`src/rtl/id_stage_pipe.sv`:
```
// id_stage_pipe: RV32I/E decode stage with register file, control/imm decode,
// load-use stall FSM and ID/EX register. Optional macro ID_WB_BYPASS_EN: write-first regfile read.
module id_stage_pipe #(
   parameter int unsigned XLEN       = 32,
   parameter int unsigned REG_AW     = 5,
   parameter int unsigned LOAD_STALL = 1,
   parameter int unsigned CTRL_W     = 17
) (
   input  logic              clk,
   input  logic              rst,
   input  logic              flush,
   input  logic              if_valid,
   input  logic [XLEN-1:0]   if_pc,
   input  logic [XLEN-1:0]   if_pc4,
   input  logic [31:0]       if_instr,
   input  logic              wb_we,
   input  logic [REG_AW-1:0] wb_rd,
   input  logic [XLEN-1:0]   wb_data,
   output logic              pc_write,
   output logic              ifid_write,
   output logic              ex_valid,
   output logic [CTRL_W-1:0] ex_ctrl,
   output logic [XLEN-1:0]   ex_pc,
   output logic [XLEN-1:0]   ex_pc4,
   output logic [XLEN-1:0]   ex_data1,
   output logic [XLEN-1:0]   ex_data2,
   output logic [XLEN-1:0]   ex_imm,
   output logic [REG_AW-1:0] ex_rs1,
   output logic [REG_AW-1:0] ex_rs2,
   output logic [REG_AW-1:0] ex_rd,
   output logic [31:0]       ex_instr
);
   localparam int unsigned NREGS = 1 << REG_AW;
   localparam int unsigned CNT_W = 2;

   localparam logic [6:0] OP_LOAD   = 7'b0000011;
   localparam logic [6:0] OP_IMM    = 7'b0010011;
   localparam logic [6:0] OP_AUIPC  = 7'b0010111;
   localparam logic [6:0] OP_STORE  = 7'b0100011;
   localparam logic [6:0] OP_REG    = 7'b0110011;
   localparam logic [6:0] OP_LUI    = 7'b0110111;
   localparam logic [6:0] OP_BRANCH = 7'b1100011;
   localparam logic [6:0] OP_JALR   = 7'b1100111;
   localparam logic [6:0] OP_JAL    = 7'b1101111;

   typedef struct packed {
      logic       branch;
      logic       mem_read;
      logic [2:0] mem_to_reg;
      logic [1:0] alu_op;
      logic       mem_write;
      logic       alu_src;
      logic       reg_write;
      logic       jalr;
      logic       jump;
      logic       bne;
      logic       blt;
      logic       bge;
      logic       bltu;
      logic       bgeu;
   } ctrl_t;

   typedef enum logic {ST_RUN, ST_STALL} state_t;

   state_t            state_q;
   logic [CNT_W-1:0]  cnt_q;
   logic [XLEN-1:0]   rf_q [NREGS];
   logic              ex_valid_q;
   ctrl_t             ex_ctrl_q;
   logic [XLEN-1:0]   ex_pc_q, ex_pc4_q, ex_data1_q, ex_data2_q, ex_imm_q;
   logic [REG_AW-1:0] ex_rs1_q, ex_rs2_q, ex_rd_q;
   logic [31:0]       ex_instr_q;

   logic [6:0]        opcode_c;
   logic [2:0]        funct3_c;
   logic [REG_AW-1:0] rs1_c, rs2_c, rd_c;
   logic [31:0]       imm_i_c, imm_s_c, imm_b_c, imm_u_c, imm_j_c, imm32_c;
   logic [XLEN-1:0]   imm_c, rd1_c, rd2_c;
   ctrl_t             ctrl_c;
   logic              hazard_c, hold_c;

   assign opcode_c = if_instr[6:0];
   assign funct3_c = if_instr[14:12];
   assign rs1_c    = if_instr[15 +: REG_AW];
   assign rs2_c    = if_instr[20 +: REG_AW];
   assign rd_c     = if_instr[7 +: REG_AW];

   assign imm_i_c = {{20{if_instr[31]}}, if_instr[31:20]};
   assign imm_s_c = {{20{if_instr[31]}}, if_instr[31:25], if_instr[11:7]};
   assign imm_b_c = {{19{if_instr[31]}}, if_instr[31], if_instr[7], if_instr[30:25], if_instr[11:8], 1'b0};
   assign imm_u_c = {if_instr[31:12], 12'b0};
   assign imm_j_c = {{11{if_instr[31]}}, if_instr[31], if_instr[19:12], if_instr[20], if_instr[30:21], 1'b0};
   assign imm_c   = XLEN'($signed(imm32_c));

   // Control bundle and immediate format selection
   always_comb begin
      ctrl_c  = '0;
      imm32_c = '0;
      case (opcode_c)
         OP_IMM: begin
            ctrl_c.alu_op = 2'b11; ctrl_c.alu_src = 1'b1; ctrl_c.reg_write = 1'b1;
            imm32_c = imm_i_c;
         end
         OP_REG: begin
            ctrl_c.alu_op = 2'b10; ctrl_c.reg_write = 1'b1;
         end
         OP_LOAD: begin
            ctrl_c.mem_read = 1'b1; ctrl_c.mem_to_reg = 3'b001;
            ctrl_c.alu_src  = 1'b1; ctrl_c.reg_write  = 1'b1;
            imm32_c = imm_i_c;
         end
         OP_STORE: begin
            ctrl_c.mem_write = 1'b1; ctrl_c.alu_src = 1'b1;
            imm32_c = imm_s_c;
         end
         OP_BRANCH: begin
            ctrl_c.branch = 1'b1; ctrl_c.alu_op = 2'b01;
            imm32_c = imm_b_c;
            case (funct3_c)
               3'b001:  ctrl_c.bne  = 1'b1;
               3'b100:  ctrl_c.blt  = 1'b1;
               3'b101:  ctrl_c.bge  = 1'b1;
               3'b110:  ctrl_c.bltu = 1'b1;
               3'b111:  ctrl_c.bgeu = 1'b1;
               default: ;
            endcase
         end
         OP_JAL: begin
            ctrl_c.jump = 1'b1; ctrl_c.reg_write = 1'b1; ctrl_c.mem_to_reg = 3'b010;
            imm32_c = imm_j_c;
         end
         OP_JALR: begin
            ctrl_c.jalr = 1'b1; ctrl_c.alu_src = 1'b1; ctrl_c.reg_write = 1'b1;
            ctrl_c.mem_to_reg = 3'b010;
            imm32_c = imm_i_c;
         end
         OP_LUI: begin
            ctrl_c.alu_src = 1'b1; ctrl_c.reg_write = 1'b1; ctrl_c.mem_to_reg = 3'b011;
            imm32_c = imm_u_c;
         end
         OP_AUIPC: begin
            ctrl_c.alu_src = 1'b1; ctrl_c.reg_write = 1'b1; ctrl_c.mem_to_reg = 3'b100;
            imm32_c = imm_u_c;
         end
         default: ;
      endcase
   end

   // Register file read ports; x0 is hard-wired to zero
   always_comb begin
      rd1_c = (rs1_c == '0) ? '0 : rf_q[rs1_c];
      rd2_c = (rs2_c == '0) ? '0 : rf_q[rs2_c];
`ifdef ID_WB_BYPASS_EN
      if (wb_we && (wb_rd != '0) && (wb_rd == rs1_c)) rd1_c = wb_data;
      if (wb_we && (wb_rd != '0) && (wb_rd == rs2_c)) rd2_c = wb_data;
`endif
   end

   assign hazard_c = if_valid && ex_valid_q && ex_ctrl_q.mem_read && (ex_rd_q != '0)
                     && ((ex_rd_q == rs1_c) || (ex_rd_q == rs2_c));
   assign hold_c     = !rst && !flush && ((state_q == ST_STALL) || hazard_c);
   assign pc_write   = !hold_c;
   assign ifid_write = !hold_c;

   // Stall FSM, ID/EX register and register file writes
   always_ff @(posedge clk) begin
      if (rst) begin
         state_q    <= ST_RUN;
         cnt_q      <= '0;
         ex_valid_q <= 1'b0;
         ex_ctrl_q  <= '0;
         ex_pc_q    <= '0;
         ex_pc4_q   <= '0;
         ex_data1_q <= '0;
         ex_data2_q <= '0;
         ex_imm_q   <= '0;
         ex_rs1_q   <= '0;
         ex_rs2_q   <= '0;
         ex_rd_q    <= '0;
         ex_instr_q <= '0;
         for (int i = 0; i < int'(NREGS); i++) rf_q[i] <= '0;
      end else begin
         if (wb_we && (wb_rd != '0)) rf_q[wb_rd] <= wb_data;
         if (flush) begin
            ex_valid_q <= 1'b0;
            ex_ctrl_q  <= '0;
            state_q    <= ST_RUN;
            cnt_q      <= '0;
         end else if (state_q == ST_STALL) begin
            ex_valid_q <= 1'b0;
            ex_ctrl_q  <= '0;
            cnt_q      <= cnt_q - CNT_W'(1);
            if (cnt_q == CNT_W'(1)) state_q <= ST_RUN;
         end else if (hazard_c) begin
            ex_valid_q <= 1'b0;
            ex_ctrl_q  <= '0;
            if (LOAD_STALL > 1) begin
               state_q <= ST_STALL;
               cnt_q   <= CNT_W'(LOAD_STALL - 1);
            end
         end else if (if_valid) begin
            ex_valid_q <= 1'b1;
            ex_ctrl_q  <= ctrl_c;
            ex_pc_q    <= if_pc;
            ex_pc4_q   <= if_pc4;
            ex_data1_q <= rd1_c;
            ex_data2_q <= rd2_c;
            ex_imm_q   <= imm_c;
            ex_rs1_q   <= rs1_c;
            ex_rs2_q   <= rs2_c;
            ex_rd_q    <= rd_c;
            ex_instr_q <= if_instr;
         end else begin
            ex_valid_q <= 1'b0;
            ex_ctrl_q  <= '0;
         end
      end
   end

   assign ex_valid = ex_valid_q;
   assign ex_ctrl  = CTRL_W'(ex_ctrl_q);
   assign ex_pc    = ex_pc_q;
   assign ex_pc4   = ex_pc4_q;
   assign ex_data1 = ex_data1_q;
   assign ex_data2 = ex_data2_q;
   assign ex_imm   = ex_imm_q;
   assign ex_rs1   = ex_rs1_q;
   assign ex_rs2   = ex_rs2_q;
   assign ex_rd    = ex_rd_q;
   assign ex_instr = ex_instr_q;

endmodule

```
`config.mk`:
```
export PLATFORM = sky130hd
export DESIGN_NAME = id_stage_pipe
export DESIGN_NICKNAME = d
export VERILOG_FILES = /design/src/rtl/id_stage_pipe.sv
export SDC_FILE = /design/constraint.sdc
export NUM_CORES = 2
export LEC_CHECK = 0
export CORE_MARGIN = 3
export CORE_UTILIZATION = 30
export DETAILED_ROUTE_END_ITERATION = 7
export SLEW_MARGIN = 10
export SYNTH_ARGS = -nofsm -noshare
export SYNTH_HDL_FRONTEND = slang
export SYNTH_SLANG_ARGS = --single-unit
```
`constraint.sdc`:
```
create_clock -name clk -period 2.7 [get_ports clk]
set_input_delay 0.54 -clock clk [delete_from_list [all_inputs] [get_ports clk]]
set_output_delay 0.54 -clock clk [all_outputs]
set_load 0.02 [all_outputs]
```
# == Yosys cells after proc, flatten, opt, wreduce, memory -nomap -nowiden ==
# Memory sizes are Yosys's and may differ from the RTL's.
# Index checks and enable logic that the tools add are counted.
# classes
reduce_logical,28
n_mux,27
eq_ne,17
n_bitwise,5
add_sub_neg,1
# ops
op,count
$pmux 32 s5,1
$mux 32,3
$reduce_or 32->1,1
$eq 7x6->1 const B,3
$eq 7x7->1 const B,3
$mux 1,20
$eq 7x5->1 const B,2
$eq 3x3->1 const B,4
$pmux 3 s4,1
$reduce_or 6->1,2
$eq 5x5->1,2
$logic_not 5->1,2
$reduce_bool 5->1,2
$eq 7x2->1 const B,1
$logic_and 1x1->1,7
$reduce_or 7->1,1
$pmux 2 s3,1
$reduce_or 2->1,3
$reduce_or 3->1,2
$mux 5,1
$not 1->1,5
$reduce_or 5->1,1
$reduce_and 4->1,1
$reduce_or 4->1,1
other kinds (5),8
# totals
register_bits,228
output_inout_bits,227
elab_cells,105
inputBits,138
ram_bits,1024
memories,1
# mem_list
name,words,width,rd,rd_ports_with_merged_regs,wr,line_no,text
rf_q,32,32,2,0,32,67,logic [XLEN-1:0] rf_q [NREGS];

# == Logic depth before layout (Yosys ltp) ==
# depth
ltp_word,7
ltp_mapped,12
ltp_nobuf,6

# == Least setup slack after synthesis ==
# OpenSTA, ideal clock, no wires.
# synth_path
path_kind,input -> output
from,input port if_instr[18]
to,output port pc_write
t_required_ns,2.160
path_buffers,2
arrival_ns,2.215
path_slack_ns,-0.055
stages,7
path_cell_list,clkbuf_1 -> xor2_1 -> nor3_1 -> a22oi_2 -> nor2_1 -> o21ai_0 -> buf_4
# synth_between
elab_chain_cells,6
# synth_lines
element,line_no,text
start: declaration,15,"input logic [31:0] if_instr,"
$eq 5x5->1,160,&& ((ex_rd_q == rs1_c) || (ex_rd_q == rs2_c));
$logic_or 1x1->1,160,
$logic_and 1x1->1,160,
$logic_or 1x1->1,161,assign hold_c = !rst && !flush && ((state_q == ST_STALL) || hazard_c);
$logic_and 1x1->1,161,
$logic_not 1->1,--,
end: declaration,19,"output logic pc_write,"
# Every way passes these cells.

# == Worst setup path after layout ==
# layout_path
from,register ex_rd_q[0] (netlist: ex_rd[0])
to,output port pc_write
# layout_between
elab_chain_cells,6
word_cells_on_any_way,9
classes_between,2 x eq/ne; 7 x reduce/logical
# layout_lines
element,line_no,text
start: declaration,71,"logic [REG_AW-1:0] ex_rs1_q, ex_rs2_q, ex_rd_q;"
start signal: assignment,211,ex_rd_q <= rd_c;
$eq 5x5->1 / $reduce_bool 5->1 (equally long branches),"160, 159",
$logic_or 1x1->1 / $logic_and 1x1->1 (equally long branches),"160, 159",
$logic_and 1x1->1 (*),160,
$logic_or 1x1->1 (*),161,
$logic_and 1x1->1 (*),161,
$logic_not 1->1 (*),162,assign pc_write = !hold_c;
# Every way passes the cells marked *; elsewhere a longest branch is shown, timed or not.

==> results.toml <==
[route]
dr.pass1.iters = 5
drcViolationCount = 0
detail-route-antenna-nets = 0
routed_wl_um = 214000
avgViaCountPerCell = 5.32
dr.first_iter.drc_count = 4433
wl_per_cell_um = 27.5
route.vias.total = 41500

[logic_synthesis]
ys_seq_area_share_pct = 56.1
syn_inst = 4370
ys_warn_count = 0
synthFlopType = "edfxtp_1"
synth_edf_count = 1024
synth_seq_cells = 1237
synthDistinctLibCells = 69
synth_async_sr_flop_share_pct = 0
syn_avg_cell_area_um2 = 14.3
synth_area_mm2 = 0.0624

[global_routing]
met3_usage_pct = 3.64
grt_pass1_vias = 41700
met1_usage_pct = 24.7
overflow = 0
grt_use_total_pct = 19.7
grt_pass1_wl_um = 305000
grt_use_met2_pct = 33.6
antenna_found_initial = 14
grt_max_degree = 64
busiest_layer = "met2"

[cts]
clkSinkCount = 1237
ctsHoldBuffers = 0
path_clk_slew_ps = 60
cts_tree = "done"
cts.htree.levels = 4
cts_buffers = 143
cts_buffer_depth = 3
cts_root_buffer = "clkbuf_16"
insertion_delay_ps = 800

[sta]
max_freq_mhz = 349
hold_violations = 0
holdWs_ps = 84.0
worst_pin_slew_ps = 1090
period_minus_slack_ps = 2860
slew_violations = 0
worst_slack_ps = -162
rsz0062_at_grt = "true"
skew_ps = 31.6
slew_headroom_pct = 26.9
period_share_pct = 106
finalSetupViolCount = 2
fin_tns_setup_ps = -323

[critical_path]
r2r-end = "ex_imm[29]"
crit_required_ps = 2160
ff2ff_path_depth = 9
startpoint_type = "flop"
reg2reg_slack_ps = 320
worst-path-max-fanout = 2
crit_end = "pc_write"
arrival_ps = 2320
crit_type = "reg -> out"
crit_path_end_kind = "primary output"
startpoint = "ex_rd[0]"
r2r_start = "ex_rd[0]"

[finish]
fillers = 19100
num-nets-final = 5043
multi_input_comb_area_mm2 = 0.0254
fin_util_pct = 37.8
syn_to_final_growth_pct = 24.6
drive_gt1_share_pct = 24.7
ff_latch_area_mm2 = 0.0350
instances_no_fill = 7791

[die]
die_w_um = 462
io_pins = 365
die_y_um = 462
coreArea_mm2 = 0.206
start_util_pct = 30.3
dieArea_mm2 = 0.214
placementRows = 166

[power_and_ir_drop]
p_leak_nw = 27.6
p_per_area_mw_per_mm2 = 622
design_power_total_w = 0.0484
vdd_drop_max_mv = 0.608

[placed_design]
place.gp.congestion = 0.874
placed_cells = 7530
hpwl_um = 149000
port_buffers = 364

[outcome]
outcome = "complete, but fails checks"
violations = "negative setup slack"

[run]
cap_violations = 0

[hold_path]
hp-class = "in -> reg"
[repair_timing]
| item | in CTS | in global routing |
|---|---|---|
| buffers inserted | 1 | 0 |
| setup endpoints to repair | 2 | 2 |
| gates resized for setup | 13 | 2 |
| pin swaps | 0 | 0 |
[worst max-delay path: stages (launching register included)]
cell and delay [ps]:
dfxtp_1 310, or4_4 550, o2111ai_4 200, nor2_1 60
o21ai_1 130, buf_4 160, buf_6 120
[report_power, final]
part	switching (W)	total (W)	leakage (nW)	internal, W
clock	0.00827	0.0201	2.35	0.0118
sequential	0.000620	0.0223	11.5	0.0216
combinational	0.00318	0.00603	13.8	0.00285
[sequential cells by signal, summed over array words and instances, names as in the netlist]
name,flops
cnt_q,2
ex_instr,20
ex_rd,4
state_q,1
ex_data2,32
ex_imm,32
ex_ctrl,17
ex_rs1,4
rf_q,1024
ex_rs2,4
ex_pc4,32
ex_pc,32
ex_valid,1
ex_data1,32
[cell usage after synthesis (10+ instances only)]
cell       count  share of area [%]
and2_1       995                 10
nand2b_1      41               0.41
mux4_1        35                1.5
buf_4         28               0.34
o31ai_1       12               0.14
buf_1         31               0.19
o2bb2ai_1     25               0.35
nand3_1       34               0.27
xor2_1        10               0.14
nor2_1       201                1.2
a32o_1        63                1.0
mux2i_1      189                3.0
mux2_2        42               0.76
dfxtp_1      213                6.8
edfxtp_1    1024                 49
mux2_1        28               0.51
nor3_1        30               0.24
a31oi_1       33               0.33
buf_2         78               0.63
o21ai_0       25               0.20
nand2_1       51               0.31
a21oi_1      100               0.80
a211oi_1      39               0.47
a22oi_1       89                1.1
o22ai_1       42               0.42
mux4_2       429                 15
clkbuf_1     310                1.9
or2_2         24               0.24
nor2b_1       42               0.42
[area by class of cell]
class	count	share of cell area, %
sequential	1237	45.0
multi-input combinational	2690	32.7
timing repair buffer	826	11.5
clock buffer	182	4.94
tap	2772	4.46
clock inverter	75	1.27
inverter	6	0.0290
antenna	3	0.00965
[routing by layer]
layer / vias to the layer above / wire (um)
met5: - / 51
met4: 8 / 8440
met3: 357 / 17700
met2: 2062 / 106000
met1: 21400 / 82500
li1: 17600 / -
[cell usage in the layout (no fill, tap or decap), drive strengths merged, types with 45 or more instances in the layout]
| cell type | synthesis | layout |
|---|---|---|
| mux4 | 464 | 464 |
| a32o | 63 | 63 |
| nand2 | 51 | 51 |
| dfxtp | 213 | 213 |
| a22oi | 90 | 90 |
| buf | 158 | 475 |
| nor2 | 201 | 201 |
| and2 | 995 | 995 |
| mux2 | 70 | 70 |
| clkbuf | 310 | 182 |
| clkinv | 1 | 45 |
| edfxtp | 1024 | 1024 |
| a21oi | 100 | 100 |
| clkdlybuf4s50 | 0 | 351 |
| mux2i | 189 | 189 |
[cell families after synthesis]
logic type      share of synthesized area (%)
fa+ha+maj                              0.0200
buf+inv                                  3.57
other cells                           0.00601
simple gates                             13.6
compound gates                           5.30
xor+xnor                                0.154
mux                                      21.2
flops                                    56.1
[worst min path at each step]
stage | startpoint | endpoint | slack (ps) | cells after the start
2_1_floorplan | cnt_q[1] | cnt_q[1] | 500 | 2
3_3_place_gp | ex_imm[9] | ex_imm[9] | 440 | 2
3_5_place_dp | ex_imm[8] | ex_imm[8] | 450 | 2
4_1_cts | rst | rf_q[0][4] | 30 | 1
5_1_grt | rst | rf_q[0][4] | 60 | 1
6_report | rst | rf_q[0][5] | 80 | 1
[per-stage QoR]
step / setup WS [ps] / instance area (um2)
after global routing: -254 / 77800
after detailed placement: -252 / 72900
after global placement: -246 / 72900
after floorplan: 126 / 62500
final: -162 / 77800
after CTS: -213 / 77800
Power figures use the tool's default switching activity.
